File: config.mk
export PLATFORM = sky130hd
export DESIGN_NAME = aftab_trap_seq
export DESIGN_NICKNAME = d
export VERILOG_FILES = /design/src/rtl/aftab_trap_pkg.sv /design/src/rtl/aftab_trap_vector.sv /design/src/rtl/aftab_trap_seq.sv
export SDC_FILE = /design/constraint.sdc
export NUM_CORES = 1
export LEC_CHECK = 0
export CORE_MARGIN = 4
export CORE_UTILIZATION = 41
export CTS_CLUSTER_SIZE = 16
export DETAILED_ROUTE_END_ITERATION = 16
export MAX_ROUTING_LAYER = met4
export PLACE_DENSITY = 0.83
export SLEW_MARGIN = 30
export SYNTH_ARGS = -nofsm -noshare
export SYNTH_HDL_FRONTEND = slang
export SYNTH_HIERARCHICAL = 1
export SYNTH_SLANG_ARGS = --single-unit
File: constraint.sdc
create_clock -name clk -period 3.7 [get_ports clk]
set_input_delay 0.37 -clock clk [delete_from_list [all_inputs] [get_ports clk]]
set_output_delay 0.37 -clock clk [all_outputs]
set_load 0.005 [all_outputs]
File: src/rtl/aftab_trap_pkg.sv
// Shared constants for the AFTAB trap entry/return sequencer: state codes,
// CSR addresses and mstatus bit positions.
package aftab_trap_pkg;

    localparam int TRAP_LEN = 32;

    localparam logic [2:0] S_IDLE     = 3'd0;
    localparam logic [2:0] S_T_EPC    = 3'd1;
    localparam logic [2:0] S_T_CAUSE  = 3'd2;
    localparam logic [2:0] S_T_TVAL   = 3'd3;
    localparam logic [2:0] S_T_STATUS = 3'd4;
    localparam logic [2:0] S_T_JUMP   = 3'd5;
    localparam logic [2:0] S_R_STATUS = 3'd6;
    localparam logic [2:0] S_R_JUMP   = 3'd7;

    localparam logic [11:0] CSR_MSTATUS = 12'h300;
    localparam logic [11:0] CSR_MEPC    = 12'h341;
    localparam logic [11:0] CSR_MCAUSE  = 12'h342;
    localparam logic [11:0] CSR_MTVAL   = 12'h343;
    localparam logic [11:0] CSR_UEPC    = 12'h041;
    localparam logic [11:0] CSR_UCAUSE  = 12'h042;
    localparam logic [11:0] CSR_UTVAL   = 12'h043;

    localparam int MSTATUS_UIE    = 0;
    localparam int MSTATUS_MIE    = 3;
    localparam int MSTATUS_UPIE   = 4;
    localparam int MSTATUS_MPIE   = 7;
    localparam int MSTATUS_MPP_LO = 11;
    localparam int MSTATUS_MPP_HI = 12;

    localparam logic [1:0] PRV_M = 2'b11;
    localparam logic [1:0] PRV_U = 2'b00;

endpackage

File: src/rtl/aftab_trap_vector.sv
// Trap vector computation from tvec and cause.
// Vectored mode is only built when AFTAB_TRAP_VECTORED_EN is defined; otherwise direct mode only.
module aftab_trap_vector
    import aftab_trap_pkg::*;
#(
    parameter int LEN = TRAP_LEN
) (
    input  logic [LEN-1:0] i_tvec,
    input  logic [LEN-1:0] i_cause,
    output logic [LEN-1:0] o_vector
);

    logic [LEN-1:0] w_base;
    assign w_base = {i_tvec[LEN-1:2], 2'b00};

`ifdef AFTAB_TRAP_VECTORED_EN
    // Only interrupts (cause MSB set) are dispatched through the vector table.
    logic [LEN-1:0] w_offset;
    logic           w_vectored;
    logic           w_unusedCause;
    assign w_offset      = {{(LEN-7){1'b0}}, i_cause[4:0], 2'b00};
    assign w_vectored    = (i_tvec[1:0] == 2'b01) && i_cause[LEN-1];
    assign o_vector      = w_vectored ? (w_base + w_offset) : w_base;
    assign w_unusedCause = ^i_cause[LEN-2:5];
`else
    logic w_unusedBits;
    assign o_vector     = w_base;
    assign w_unusedBits = ^{i_tvec[1:0], i_cause};
`endif

endmodule

File: src/rtl/aftab_trap_seq.sv
// Trap entry / mret / uret sequencer: writes xepc, xcause, xtval, mstatus and redirects the PC.
// Vectored trap mode is enabled by defining AFTAB_TRAP_VECTORED_EN.
module aftab_trap_seq
    import aftab_trap_pkg::*;
#(
    parameter int LEN = TRAP_LEN
) (
    input  logic           clk,
    input  logic           rst,
    input  logic           i_interruptRaise,
    input  logic           i_exceptionRaise,
    input  logic           i_instrDone,
    input  logic           i_mretReq,
    input  logic           i_uretReq,
    input  logic [LEN-1:0] i_causeCode,
    input  logic [LEN-1:0] i_trapValue,
    input  logic [1:0]     i_delegationMode,
    input  logic [1:0]     i_curPRV,
    input  logic [LEN-1:0] i_outPC,
    input  logic [LEN-1:0] i_mtvecCSR,
    input  logic [LEN-1:0] i_utvecCSR,
    input  logic [LEN-1:0] i_mepcCSR,
    input  logic [LEN-1:0] i_uepcCSR,
    input  logic [LEN-1:0] i_mstatusCSR,
    output logic           o_ldDelegation,
    output logic           o_ldMachine,
    output logic           o_ldUser,
    output logic           o_csrWrEn,
    output logic [11:0]    o_csrWrAddr,
    output logic [LEN-1:0] o_csrWrData,
    output logic           o_pcLoad,
    output logic [LEN-1:0] o_pcTarget,
    output logic           o_busy,
    output logic           o_trapTaken
);

    logic [2:0]     r_state;
    logic [LEN-1:0] r_cause;
    logic [LEN-1:0] r_tval;
    logic [LEN-1:0] r_pc;
    logic [1:0]     r_mode;
    logic           r_isMret;
    logic [1:0]     r_mpp;

    logic           w_idle;
    logic           w_trapAccept;
    logic           w_mretAccept;
    logic           w_uretAccept;
    logic [1:0]     w_mode;
    logic           w_isMachine;
    logic [LEN-1:0] w_tvec;
    logic [LEN-1:0] w_vector;
    logic [LEN-1:0] w_trapStatus;
    logic [LEN-1:0] w_retStatus;

    assign w_idle       = (r_state == S_IDLE);
    assign w_trapAccept = w_idle && (i_exceptionRaise || (i_interruptRaise && i_instrDone));
    assign w_mretAccept = w_idle && !w_trapAccept && i_mretReq;
    assign w_uretAccept = w_idle && !w_trapAccept && !i_mretReq && i_uretReq;

    // The detector's delegation register is valid from T_EPC on; it is held locally afterwards.
    assign w_mode      = (r_state == S_T_EPC) ? i_delegationMode : r_mode;
    assign w_isMachine = (w_mode == PRV_M);
    assign w_tvec      = w_isMachine ? i_mtvecCSR : i_utvecCSR;

    aftab_trap_vector #(.LEN(LEN)) u_vector (
        .i_tvec   (w_tvec),
        .i_cause  (r_cause),
        .o_vector (w_vector)
    );

    always_comb begin
        w_trapStatus = i_mstatusCSR;
        w_retStatus  = i_mstatusCSR;
        if (w_isMachine) begin
            w_trapStatus[MSTATUS_MPIE]                  = i_mstatusCSR[MSTATUS_MIE];
            w_trapStatus[MSTATUS_MIE]                   = 1'b0;
            w_trapStatus[MSTATUS_MPP_HI:MSTATUS_MPP_LO] = i_curPRV;
        end else begin
            w_trapStatus[MSTATUS_UPIE] = i_mstatusCSR[MSTATUS_UIE];
            w_trapStatus[MSTATUS_UIE]  = 1'b0;
        end
        if (r_isMret) begin
            w_retStatus[MSTATUS_MIE]                   = i_mstatusCSR[MSTATUS_MPIE];
            w_retStatus[MSTATUS_MPIE]                  = 1'b1;
            w_retStatus[MSTATUS_MPP_HI:MSTATUS_MPP_LO] = PRV_U;
        end else begin
            w_retStatus[MSTATUS_UIE]  = i_mstatusCSR[MSTATUS_UPIE];
            w_retStatus[MSTATUS_UPIE] = 1'b1;
        end
    end

    assign o_ldDelegation = w_trapAccept && !rst;
    assign o_busy         = !w_idle;
    assign o_trapTaken    = (r_state == S_T_JUMP);

    always_comb begin
        o_csrWrEn   = 1'b0;
        o_csrWrAddr = 12'h000;
        o_csrWrData = '0;
        o_pcLoad    = 1'b0;
        o_pcTarget  = '0;
        o_ldMachine = 1'b0;
        o_ldUser    = 1'b0;
        case (r_state)
            S_T_EPC: begin
                o_csrWrEn   = 1'b1;
                o_csrWrAddr = w_isMachine ? CSR_MEPC : CSR_UEPC;
                o_csrWrData = r_pc;
            end
            S_T_CAUSE: begin
                o_csrWrEn   = 1'b1;
                o_csrWrAddr = w_isMachine ? CSR_MCAUSE : CSR_UCAUSE;
                o_csrWrData = r_cause;
            end
            S_T_TVAL: begin
                o_csrWrEn   = 1'b1;
                o_csrWrAddr = w_isMachine ? CSR_MTVAL : CSR_UTVAL;
                o_csrWrData = r_tval;
            end
            S_T_STATUS: begin
                o_csrWrEn   = 1'b1;
                o_csrWrAddr = CSR_MSTATUS;
                o_csrWrData = w_trapStatus;
            end
            S_T_JUMP: begin
                o_pcLoad    = 1'b1;
                o_pcTarget  = w_vector;
                o_ldMachine = w_isMachine;
                o_ldUser    = !w_isMachine;
            end
            S_R_STATUS: begin
                o_csrWrEn   = 1'b1;
                o_csrWrAddr = CSR_MSTATUS;
                o_csrWrData = w_retStatus;
            end
            S_R_JUMP: begin
                o_pcLoad    = 1'b1;
                o_pcTarget  = r_isMret ? i_mepcCSR : i_uepcCSR;
                o_ldMachine = r_isMret && (r_mpp == PRV_M);
                o_ldUser    = !(r_isMret && (r_mpp == PRV_M));
            end
            default: ;
        endcase
    end

    // Sequencer state plus the trap context captured on accept.
    always_ff @(posedge clk or posedge rst) begin
        if (rst) begin
            r_state  <= S_IDLE;
            r_cause  <= '0;
            r_tval   <= '0;
            r_pc     <= '0;
            r_mode   <= 2'b00;
            r_isMret <= 1'b0;
            r_mpp    <= 2'b00;
        end else begin
            case (r_state)
                S_IDLE: begin
                    if (w_trapAccept) begin
                        r_cause <= i_causeCode;
                        r_tval  <= i_trapValue;
                        r_pc    <= i_outPC;
                        r_state <= S_T_EPC;
                    end else if (w_mretAccept) begin
                        r_isMret <= 1'b1;
                        r_state  <= S_R_STATUS;
                    end else if (w_uretAccept) begin
                        r_isMret <= 1'b0;
                        r_state  <= S_R_STATUS;
                    end
                end
                S_T_EPC: begin
                    r_mode  <= i_delegationMode;
                    r_state <= S_T_CAUSE;
                end
                S_T_CAUSE:  r_state <= S_T_TVAL;
                S_T_TVAL:   r_state <= S_T_STATUS;
                S_T_STATUS: r_state <= S_T_JUMP;
                S_T_JUMP:   r_state <= S_IDLE;
                S_R_STATUS: begin
                    r_mpp   <= i_mstatusCSR[MSTATUS_MPP_HI:MSTATUS_MPP_LO];
                    r_state <= S_R_JUMP;
                end
                S_R_JUMP:   r_state <= S_IDLE;
                default:    r_state <= S_IDLE;
            endcase
        end
    end

endmodule

==> impl_metrics.tcl <==
set metrics [dict create \
    synthCells 602 \
    post-route-util 0.642 \
    worst_hold_slack_ns 0.504 \
    antenna_left 0 \
    crit_required_ns 3.33 \
    relSlewSlack 0.445 \
    maxCapViolCount 0 \
    final.setup.tns_ns 0 \
    clockRootBuffer "clkbuf_16" \
    grt_pass1_wl_mm 32.9 \
    dpl.cell_count 1087 \
    worstReg2RegStart "r_state[1]$_DFFE_PP0P_" \
    hp-class "input port to asynchronous set/reset pin" \
    vias 5706 \
    drt-total-wl_mm 22.5 \
    clk_path_buf_depth 2 \
    grt_pass1_vias 6046 \
    dp_slack_ns 0.480 \
    worst_slack_ns 0.273 \
    start_kind "flip-flop" \
    firstDrtPassIters 4 \
    drcViolationCount 0 \
    route.met3.wl_mm 1.86 \
    track_usage 0.237 \
    max_freq_mhz 292 \
    cts_sinks 104 \
    cpMaxStageDelayCell "clkdlybuf4s50_1" \
    slew_viol_final 0 \
    fin_crit_ns 3.43 \
    clock-skew-final_ns 0.00591 \
    grt_overflow 0 \
    numPortBuffers 338 \
    max_stage_delay_ns 0.66 \
    cts_made_buffers 9 \
    initial_core_util 0.421 \
    routed_via_density 5.17 \
    nets 1149 \
    min_period_over_period 0.926 \
    final_cells 1103 \
    avgSynthCellArea_sq_um 11.2 \
    end_kind "primary output" \
    core_area_sq_um 16000 \
    cts.clk_slew.worst_paths_ns 0.07 \
    worst-path-buf-inv 1 \
    yosysWarnings 6 \
    dp_hpwl_mm 17.0 \
    die_h_microns 136 \
    m1WireLength_mm 8.61 \
    r2r_slack_ns 1.06 \
    htreeDepth 3 \
    wl_met2_mm 11.3 \
    cts_tree "yes" \
    power_density_nw_per_um2 750 \
    drive_gt1_frac 0.224 \
    r2r-end "r_tval[6]$_DFFE_PP0P_" \
    path_delay_family "multiplexers" \
    p_leak_nw 4.16 \
    rsz0062_at_grt "no" \
    io_pins 350 \
    vdd.ir_drop.worst_uv 414 \
    dieArea_sq_um 18500 \
    status "finished clean" \
    die-width_microns 136 \
    hold_viol_final 0 \
    syn_area_sq_um 6730 \
    setup_viol 0 \
    antenna_found_initial 0 \
    place.gp.congestion 0.834 \
    highest_layer "met4" \
    cp_cell_sequence "nor3b_4, mux2i_4, mux2_2, nor2_1, a211oi_1, clkdlybuf4s50_1" \
    drtIter0Drc 187 \
    worst_slew_pin_slew_ns 0.829 \
    grt_max_degree 105 \
    worst-endpoint-arrival_ns 3.06 \
    rr_worst_depth 5 \
    layout_common_cells "clkdlybuf4s50_1, mux2_2, dfrtp_1, nor2_1, mux2_4" \
    diodes 0 \
    wire_per_inst_microns 20.4 \
    area_delta_synth_final_pct 52.7 \
    fp-row-count 46 \
    critPathMaxFanout 14 \
    clock_latency_ns 0.34 \
    path_class "flip-flop to primary output" \
    final_common_cell "clkdlybuf4s50_1" \
]
## routing by layer
layer,vias up,track usage
li1,2676,-
met1,2749,0.256
met2,247,0.417
met3,34,0.0681
met4,0,0.0817
met5,-,-
## through the flow
step	total power, mW	instance area [sq um]
after floorplan	5.04	6760
after CTS	7.79	10300
after detailed placement	6.78	9980
final	7.71	10300
after global placement	6.67	9980
after global routing	8.19	10300
## timing repair
action,CTS,global route
setup endpoints to repair,0,2
hold buffers,0,0
setup buffers,0,0
gates resized for setup,0,1
endpoints found under the hold margin,0,0
## registers in the layout, indices dropped and copies added, names as in the netlist
name      count
r_cause      32
r_pc         32
r_tval       32
r_state       3
r_mode        2
r_mpp         2
r_isMret      1
## worst max-delay path by stage
stage                     slack (ns)              startpoint                      to  depth (start not counted)
after global placement          0.48  r_state[1]$_DFFE_PP0P_         o_csrWrData[12]                          7
after CTS                       0.08  r_state[1]$_DFFE_PP0P_         o_csrWrData[12]                          7
after global routing            0.04  r_state[1]$_DFFE_PP0P_          o_pcTarget[15]                          7
after detailed placement        0.48  r_state[1]$_DFFE_PP0P_         o_csrWrData[12]                          7
after floorplan                 0.60                     rst  r_cause[0]$_DFFE_PP0P_                          1
final                           0.27  r_state[1]$_DFFE_PP0P_          o_pcTarget[31]                          6
## worst min-delay path, stage by stage
cell	delay [ns]
clkdlybuf4s50_1	0.46
inv_4	0.08
buf_12	0.39
## where the power goes
part	total (mW)	internal, mW	switching (mW)
clock	0.966	0.531	0.436
sequential	2.11	1.73	0.381
combinational	4.63	2.73	1.90
total	7.71	4.99	2.71
## cell type report
type	instances	area [sq um]
multi-input cells	411	3550
clock buffers	10	229
clock inverters	6	67.6
fillers	1279	5720
repair buffers	353	3540
inverters	3	13.8
flip-flops and latches	104	2610
well taps	216	270
Note: power is estimated with default switching activity, not from simulation.
